File: src/rtl/load_store_unit.sv
// Load/store unit between a requester and a single-ported-per-direction word memory.
// Sub-word stores are done as read-modify-write; loads extract and extend the addressed lane(s).
module load_store_unit #(
    parameter int DEPTH = 1024,
    localparam int AW = $clog2(DEPTH) + 2
) (
    input  logic          clk_i,
    input  logic          rst_ni,

    // Handshake: a request is accepted in any cycle where req_valid_i && req_ready_o;
    // req_ready_o is high only in IDLE, and every accepted request yields exactly one
    // single-cycle rsp_valid_o pulse before the next request can be accepted.
    input  logic          req_valid_i,
    output logic          req_ready_o,
    input  logic          req_we_i,
    input  logic [1:0]    req_size_i,
    input  logic          req_unsigned_i,
    input  logic [AW-1:0] req_addr_i,
    input  logic [31:0]   req_wdata_i,

    output logic          rsp_valid_o,
    output logic [31:0]   rsp_rdata_o,
    output logic          rsp_err_o,

    output logic          mem_read_en_o,
    output logic [AW-3:0] mem_read_pos_o,
    input  logic [31:0]   mem_read_data_i,
    input  logic          mem_read_valid_i,

    output logic          mem_write_en_o,
    output logic [AW-3:0] mem_write_pos_o,
    output logic [31:0]   mem_write_data_o,

    output logic [2:0]    dbg_state_o
);

    typedef enum logic [2:0] {
        S_IDLE  = 3'd0,
        S_READ  = 3'd1,
        S_WAIT  = 3'd2,
        S_WRITE = 3'd3,
        S_RESP  = 3'd4
    } state_t;

    state_t        state_q;
    logic          we_q;
    logic          uns_q;
    logic [1:0]    size_q;
    logic [AW-1:0] addr_q;
    logic [31:0]   wdata_q;
    logic [31:0]   mem_wdata_q;
    logic [31:0]   rdata_q;
    logic          err_q;

    logic          req_err;
    logic [4:0]    shamt;
    logic [31:0]   shifted;
    logic [31:0]   load_ext;
    logic [31:0]   lane_mask;
    logic [31:0]   merge_mask;
    logic [31:0]   merged;

    assign req_err = (req_size_i == 2'b11) ||
                     (req_size_i == 2'b01 && req_addr_i[0]) ||
                     (req_size_i == 2'b10 && req_addr_i[1:0] != 2'b00);

    // Lane 0 of 'shifted' holds the addressed byte/half (little-endian).
    always_comb begin
        shamt    = {addr_q[1:0], 3'b000};
        shifted  = mem_read_data_i >> shamt;
        load_ext = shifted;
        case (size_q)
            2'b00:   load_ext = {{24{~uns_q & shifted[7]}}, shifted[7:0]};
            2'b01:   load_ext = {{16{~uns_q & shifted[15]}}, shifted[15:0]};
            default: load_ext = shifted;
        endcase
        lane_mask  = (size_q == 2'b00) ? 32'h0000_00FF : 32'h0000_FFFF;
        merge_mask = lane_mask << shamt;
        merged     = (mem_read_data_i & ~merge_mask) | ((wdata_q << shamt) & merge_mask);
    end

    always_ff @(posedge clk_i) begin
        if (!rst_ni) begin
            state_q     <= S_IDLE;
            we_q        <= 1'b0;
            uns_q       <= 1'b0;
            size_q      <= 2'b00;
            addr_q      <= '0;
            wdata_q     <= '0;
            mem_wdata_q <= '0;
            rdata_q     <= '0;
            err_q       <= 1'b0;
        end else begin
            case (state_q)
                S_IDLE: begin
                    if (req_valid_i) begin
                        we_q        <= req_we_i;
                        uns_q       <= req_unsigned_i;
                        size_q      <= req_size_i;
                        addr_q      <= req_addr_i;
                        wdata_q     <= req_wdata_i;
                        mem_wdata_q <= req_wdata_i;
                        rdata_q     <= '0;
                        err_q       <= req_err;
                        if (req_err)
                            state_q <= S_RESP;
                        else if (req_we_i && req_size_i == 2'b10)
                            state_q <= S_WRITE;
                        else
                            state_q <= S_READ;
                    end
                end
                S_READ:  state_q <= S_WAIT;
                S_WAIT: begin
                    if (mem_read_valid_i) begin
                        if (we_q) begin
                            mem_wdata_q <= merged;
                            state_q     <= S_WRITE;
                        end else begin
                            rdata_q <= load_ext;
                            state_q <= S_RESP;
                        end
                    end
                end
                S_WRITE: state_q <= S_RESP;
                S_RESP: begin
                    rdata_q <= '0;
                    err_q   <= 1'b0;
                    state_q <= S_IDLE;
                end
                default: state_q <= S_IDLE;
            endcase
        end
    end

    assign req_ready_o      = (state_q == S_IDLE);
    assign rsp_valid_o      = (state_q == S_RESP);
    assign rsp_rdata_o      = rdata_q;
    assign rsp_err_o        = err_q;
    assign mem_read_en_o    = (state_q == S_READ);
    assign mem_read_pos_o   = addr_q[AW-1:2];
    assign mem_write_en_o   = (state_q == S_WRITE);
    assign mem_write_pos_o  = addr_q[AW-1:2];
    assign mem_write_data_o = mem_wdata_q;
    assign dbg_state_o      = state_q;

endmodule

File: config.mk
export PLATFORM = sky130hd
export DESIGN_NAME = load_store_unit
export DESIGN_NICKNAME = d
export VERILOG_FILES = /design/src/rtl/load_store_unit.sv
export SDC_FILE = /design/constraint.sdc
export NUM_CORES = 1
export LEC_CHECK = 0
export ABC_AREA = 1
export BUFFER_PORTS_ARGS = -buffer_cell sky130_fd_sc_hd__clkbuf_2
export CORE_MARGIN = 4
export CORE_UTILIZATION = 53
export CTS_BUF_LIST = sky130_fd_sc_hd__clkbuf_4
export CTS_CLUSTER_DIAMETER = 120
export CTS_CLUSTER_SIZE = 30
export DETAILED_ROUTE_END_ITERATION = 10
export PLACE_DENSITY = 0.82
export REMOVE_ABC_BUFFERS = 1
export SYNTH_ARGS = -nofsm -noshare
export SYNTH_HDL_FRONTEND = slang
export SYNTH_SLANG_ARGS = --single-unit
File: constraint.sdc
create_clock -name clk_i -period 1.95 [get_ports clk_i]
set_clock_uncertainty 0.15 [all_clocks]
set_input_delay 0.195 -clock clk_i [delete_from_list [all_inputs] [get_ports clk_i]]
set_output_delay 0.195 -clock clk_i [all_outputs]
set_load 0.005 [all_outputs]
==> impl_results.md, run 1 <==
* Vias in the first global route at 6466
* Final routed DRC violation total at 0
* Most common cell after layout, fill and taps aside: clkbuf_2
* Total wire length at 19.0 mm
* Area share of the largest cell type after synthesis at 37.5%
* Reg-to-reg endpoint: wdata_q[2]
* Height of the die at 112 um
* Routability cong. at 0.901
* Worst slew margin at 65.9%
* Final setup fails at 0
* Hold Path Class: in2reg
* Startpoint Class: flip-flop
* Antenna violations before repair at 0
* Htree depth at 3
* RSZ-0062 raised after global routing: false
* CP cell instances: inv_1, nor3_1, clkbuf_2
* Max Fclk at 0.547 GHz
* Total CTS buffers at 9
* CP max-delay cell: dfxtp_1
* Fin crit period at 1830 ps
* Global-route wire length before repair at 31.0 mm
* Power density over cell area at 791 mW/mm^2
* # diodes at 0
* DR pass1 iterations at 8
* Critical path class: reg2out
* Crit. End Element: primary output
* Die outline width at 112 um
* Initial Util at 54.9%
* Post-CTS setup buffers at 0
* Iter 0 DRT Violations at 509
* Synthesized instance count at 843
* R2R depth at 7
* Global Route Usage Sum at 29.8%
* Yosys warns at 0
* Port bufs at 175
* Cell family with most CP delay: flip-flops
* Total die area at 0.0125 sq mm
* Hold EP: mem_write_data_o[27]
* Internal reg-to-reg setup slack at 240 ps
* Most frequent cells in the layout: clkbuf_2, nand2_1, a21oi_1
* Max-cap viol count at 0
* Largest net degree at the start of global routing at 53
* Hold path depth at 5
* IO Count at 176
* Fin Hold WS at 4.56 ps
* Hold Startpoint: mem_read_data_i[27]
* Filler Cells Inserted at 881
* Detailed Place HPWL at 12.8 mm
* TNS Setup at 0 ps
* GRT overflow at 0
* LEAKAGE at 3.49 nW
* Worst Path Arrival at 1480 ps
* Nets at 1134
* Layout cell share with drive strength beyond 1 at 23.8%
* Register Area at 0.00214 sq mm
* Multi-input combinational cell area at 0.00284 sq mm
* Status: completed
* Crit Path Max Fanout at 5
* Crit path largest cell delay at 490 ps
* CTS root buffer: clkbuf_4
* CTS tree: done
* Routed length per instance at 16.0 um
* Netlist cell types at 30
* Synth top area cells: dfxtp_1, a21oi_1, nand2_1, o21ai_0, nor2_1
* Placement Rows at 37
* Register bit total from synthesis at 107
* DRT antenna net count at 0
* Clk sink count at 107
* Worst Tran Pin Value at 512 ps
* Sequential-to-total area share from yosys stat at 37.5%
* Total core area at 0.0104 sq mm
* Clock slew at reported path FFs at 160 ps
* DR vias/cell at 5.51
* Skew-Pair Late Insertion Delay at 490 ps
* Clk buf depth at 2
* Worst r2r src: dbg_state_o[0]
* Via count at 6567
* Final Max Slew Viols at 0
* Final hold vios at 0
* WP buf/inv at 2
* VDD IR max at 0.000503 V
* Required time of the critical path at 1600 ps
* Area grow syn2layout at 29.9%
* Average cell area after synthesis at 6.78 sq um
* Synth Cell Area at 0.00571 sq mm
* Post-synth top area cell: dfxtp_1
* Fin crit share at 93.8%
[cell usage after synthesis]
| library cell | number |
|---|---|
| a21oi_1 | 140 |
| a21oi_2 | 2 |
| a22oi_1 | 4 |
| buf_1 | 2 |
| buf_2 | 19 |
| buf_4 | 25 |
| buf_6 | 9 |
| clkbuf_1 | 20 |
| clkbuf_2 | 1 |
| dfxtp_1 | 107 |
| inv_1 | 60 |
| inv_2 | 7 |
| inv_4 | 1 |
| nand2_1 | 169 |
| nand2_2 | 5 |
| nand2_4 | 6 |
| nand3_1 | 30 |
| nand3_2 | 3 |
| nand3_4 | 1 |
| nand4_1 | 7 |
| nor2_1 | 78 |
| nor2_2 | 2 |
| nor2_4 | 4 |
| nor2_8 | 2 |
| nor3_1 | 3 |
| o211a_1 | 4 |
| o211ai_1 | 1 |
| o21ai_0 | 123 |
| o21ai_1 | 5 |
| o21ai_2 | 3 |
[timing repair]
action / CTS / global route
setup endpoints to repair: 0 / 0
hold endpoints to repair: 76 / 0
hold buffers: 74 / 0
resized for setup: 0 / 0
[where the power goes]
group / switching [mW] / leakage, nW / total, mW / internal (mW)
combinational: 1.25 / 2.53 / 2.04 / 0.787
sequential: 0.169 / 0.881 / 2.61 / 2.45
clock: 0.797 / 0.0818 / 1.22 / 0.421
total: 2.22 / 3.49 / 5.87 / 3.65
[tightest hold or removal path, cell delays in order]
cell and delay [ps]:
clkbuf_2 140, inv_1 70, a21oi_1 50, o21ai_0 70, a21oi_1 60
[worst max-delay path by stage]
stage          cells past startpoint           start                    to  slack [ps]
2_1_floorplan                      8       addr_q[0]  mem_write_data_o[20]        -550
3_3_place_gp                       5       addr_q[1]   mem_write_data_o[9]         290
3_5_place_dp                       5       addr_q[1]   mem_write_data_o[9]         280
6_report                           3  dbg_state_o[0]        mem_write_en_o         120
5_1_grt                            3  dbg_state_o[1]        mem_write_en_o          10
4_1_cts                            3  dbg_state_o[1]        mem_write_en_o         120
[per-stage QoR]
stage | cells | area (sq um) | worst slack (ps) | util [%] | total power, mW
after global placement | 1101 | 6540 | 294 | 62.8 | 4.51
after global routing | 1191 | 7420 | 12.2 | 71.3 | 6.20
final | 1191 | 7420 | 121 | 71.3 | 5.87
after detailed placement | 1101 | 6540 | 279 | 62.8 | 4.52
after CTS | 1191 | 7420 | 120 | 71.3 | 5.83
after floorplan | 767 | 5240 | -554 | - | 3.68
[sequential cells by signal, summed over array words and instances, names as in the netlist]
register / flops
wdata_q: 23
dbg_state_o: 3
we_q: 1
addr_q: 12
rsp_err_o: 1
size_q: 2
uns_q: 1
rsp_rdata_o: 32
mem_write_data_o: 32
[metal layers]
layer	routed length, um	GRT usage [%]
met1	7770	36.8
met2	8970	50.6
met3	1690	6.96
met4	574	11.0
met5	0	0
[kinds of logic (layout without fill, tap and decap cells)]
| kind of cell | Yosys count | after routing | synth area share (%) |
|---|---|---|---|
| flip-flops | 107 | 107 | 37.5 |
| buffers and inverters | 144 | 356 | 12.8 |
| AND/OR/NAND/NOR | 310 | 310 | 24.2 |
| AO/OA/AOI/OAI | 282 | 282 | 25.6 |
[layout make-up]
class / instances / share of cell area [%]
Clock buffer: 10 / 1.01
Clock inverter: 6 / 0.944
Inverter: 68 / 3.47
Multi-Input combinational cell: 592 / 38.3
Sequential cell: 107 / 28.9
Tap cell: 136 / 2.29
Timing Repair Buffer: 272 / 25.1
Note: power is estimated with default switching activity, not from simulation.
==> run 2: changes to the inputs <==
BUFFER_PORTS_ARGS = unset   (was -buffer_cell sky130_fd_sc_hd__clkbuf_2)
CORE_UTILIZATION = 60   (was 53)
DONT_BUFFER_PORTS = 1   (was unset)
PLACE_DENSITY = 0.76   (was 0.82)
==> impl_results.md, run 2 (same netlist as run 1, synthesis figures left out) <==
* Final Max Slew Viols at 0
* Most frequent cells in the layout: nand2_1, a21oi_1, o21ai_0
* Post-cts resize count at 0
* Largest net degree at the start of global routing at 76
* Pre-CTS worst setup slack at 262 ps
* Filler Cells Inserted at 765
* Layout cell share with drive strength beyond 1 at 8.34%
* Area grow syn2layout at 16.0%
* Final setup fails at 0
* Worst Tran Pin Value at 433 ps
* Sw Ratio at 37.6%
* Sequential Power Share at 46.6%
* CP cell instances: nor2_2, inv_1, nor2_1
* WP buf/inv at 1
* Finished Layout Cells at 1017
* Sw power at 2.16 mW
* Most common cell after layout, fill and taps aside: nand2_1
* Placement Rows at 35
* Post-route setup slack at 195 ps
* Power density over cell area at 866 mW/mm^2
* Fin crit period at 1750 ps
* Routed length per instance at 18.0 um
* CTS root buffer: clkbuf_4
* CP max-delay cell: dfxtp_1
* Via count at 6058
* Int Pwr at 3.58 mW
* Max-cap viol count at 0
* Clk sink count at 107
* Height of the die at 106 um
* Die outline width at 106 um
* DRT antenna net count at 0
* Detailed Place HPWL at 12.1 mm
* Nets at 966
* Total CTS buffers at 9
* Iter 0 DRT Violations at 547
* Vias in the first global route at 6004
* IO Count at 176
* Final hold vios at 0
* RSZ-0062 raised after global routing: false
* Routability cong. at 0.902
* Crit. End Element: primary output
* Internal reg-to-reg setup slack at 210 ps
* Htree depth at 3
* Global-route wire length before repair at 29.7 mm
* Critical path class: reg2out
* Status: completed
* Antenna violations before repair at 1
* Clock slew at reported path FFs at 170 ps
* Max Fclk at 0.570 GHz
* Clock power frac at 23.5%
* Cell family with most CP delay: flip-flops
* Crit path largest cell delay at 430 ps
* Global Route Usage Sum at 32.9%
* VDD IR max at 0.000519 V
* LEAKAGE at 2.76 nW
* CTS tree: done
* Worst Path Arrival at 1410 ps
* Required time of the critical path at 1600 ps
* Area post-placement at 0.00559 sq mm
* Total core area at 0.00924 sq mm
* Fin crit share at 90.0%
* Total die area at 0.0111 sq mm
* Final routed DRC violation total at 0
* DR pass1 iterations at 6
* Total wire length at 18.3 mm
* Crit Path Max Fanout at 5
* DR vias/cell at 5.96
* Clk buf depth at 2
* Core Util, Final at 71.7%
* Skew-Pair Late Insertion Delay at 470 ps
* Initial Util at 61.8%
* Port bufs at 0
* Startpoint Class: flip-flop
* Placed cells at 916
* Worst slew margin at 71.2%
* GRT overflow at 0
* Fin Hold WS at 17.2 ps
* Hold Path Class: in2reg
* Comb power frac at 29.9%
* Post-route design area at 0.00663 sq mm
## run 2: worst min-delay path, cell delays in order
cell     delay (ps)
nand3_1          80
nand3_2          90
nand2_1          70
nand2_1          50
nand2_1          60
a21oi_1          60
## run 2: area by class of cell
class / instances / area [sq um] / share of cell area, %
Antenna cell: 1 / 2.50 / 0.0378
Clock buffer: 9 / 67.6 / 1.02
Clock inverter: 7 / 108 / 1.62
Inverter: 68 / 258 / 3.89
Multi-Input combinational cell: 592 / 2840 / 42.9
Sequential cell: 107 / 2140 / 32.3
Tap cell: 129 / 161 / 2.43
Timing Repair Buffer: 104 / 1050 / 15.8
## run 2: per-stage QoR
stage          TNS, ps  total power [mW]
3_5_place_dp         0              4.20
4_1_cts              0              5.70
2_1_floorplan   -24810              3.68
6_report             0              5.74
3_3_place_gp         0              4.14
5_1_grt              0              6.08
## run 2: repair_timing
action / 4_1_cts / 5_1_grt
buffers inserted: 0 / 0
hold endpoints to repair: 95 / 0
hold buffers: 84 / 0
endpoints found under the setup margin: 0 / 0
## run 2: power groups by stage
stage / Sequential, mW / Combinational (mW) / Clock [mW]
2_1_floorplan: 2.68 / 1.00 / 0
3_3_place_gp: 2.71 / 1.44 / 0
3_5_place_dp: 2.72 / 1.48 / 0
4_1_cts: 2.67 / 1.67 / 1.35
5_1_grt: 2.71 / 1.91 / 1.47
6_report: 2.68 / 1.71 / 1.35
## run 2: path summary, 6_finish.rpt
path | from | end | cells past startpoint
setup / recovery | dbg_state_o[0] | rsp_valid_o | 3
hold / removal | mem_read_data_i[31] | rsp_rdata_o[15] | 6
setup reg to reg | dbg_state_o[0] | rsp_rdata_o[13] | 7
hold reg to reg | wdata_q[14] | wdata_q[14] | 2
## run 2: layer usage
metal  global-route usage, %  share of wire [%]  up-vias
met1                    39.1                 38     2799
met3                    10.2                 10       48
met2                    56.3                 49      376
met5                       0                  0        -
li1                        -                  -     2835
met4                    11.1                2.5        0
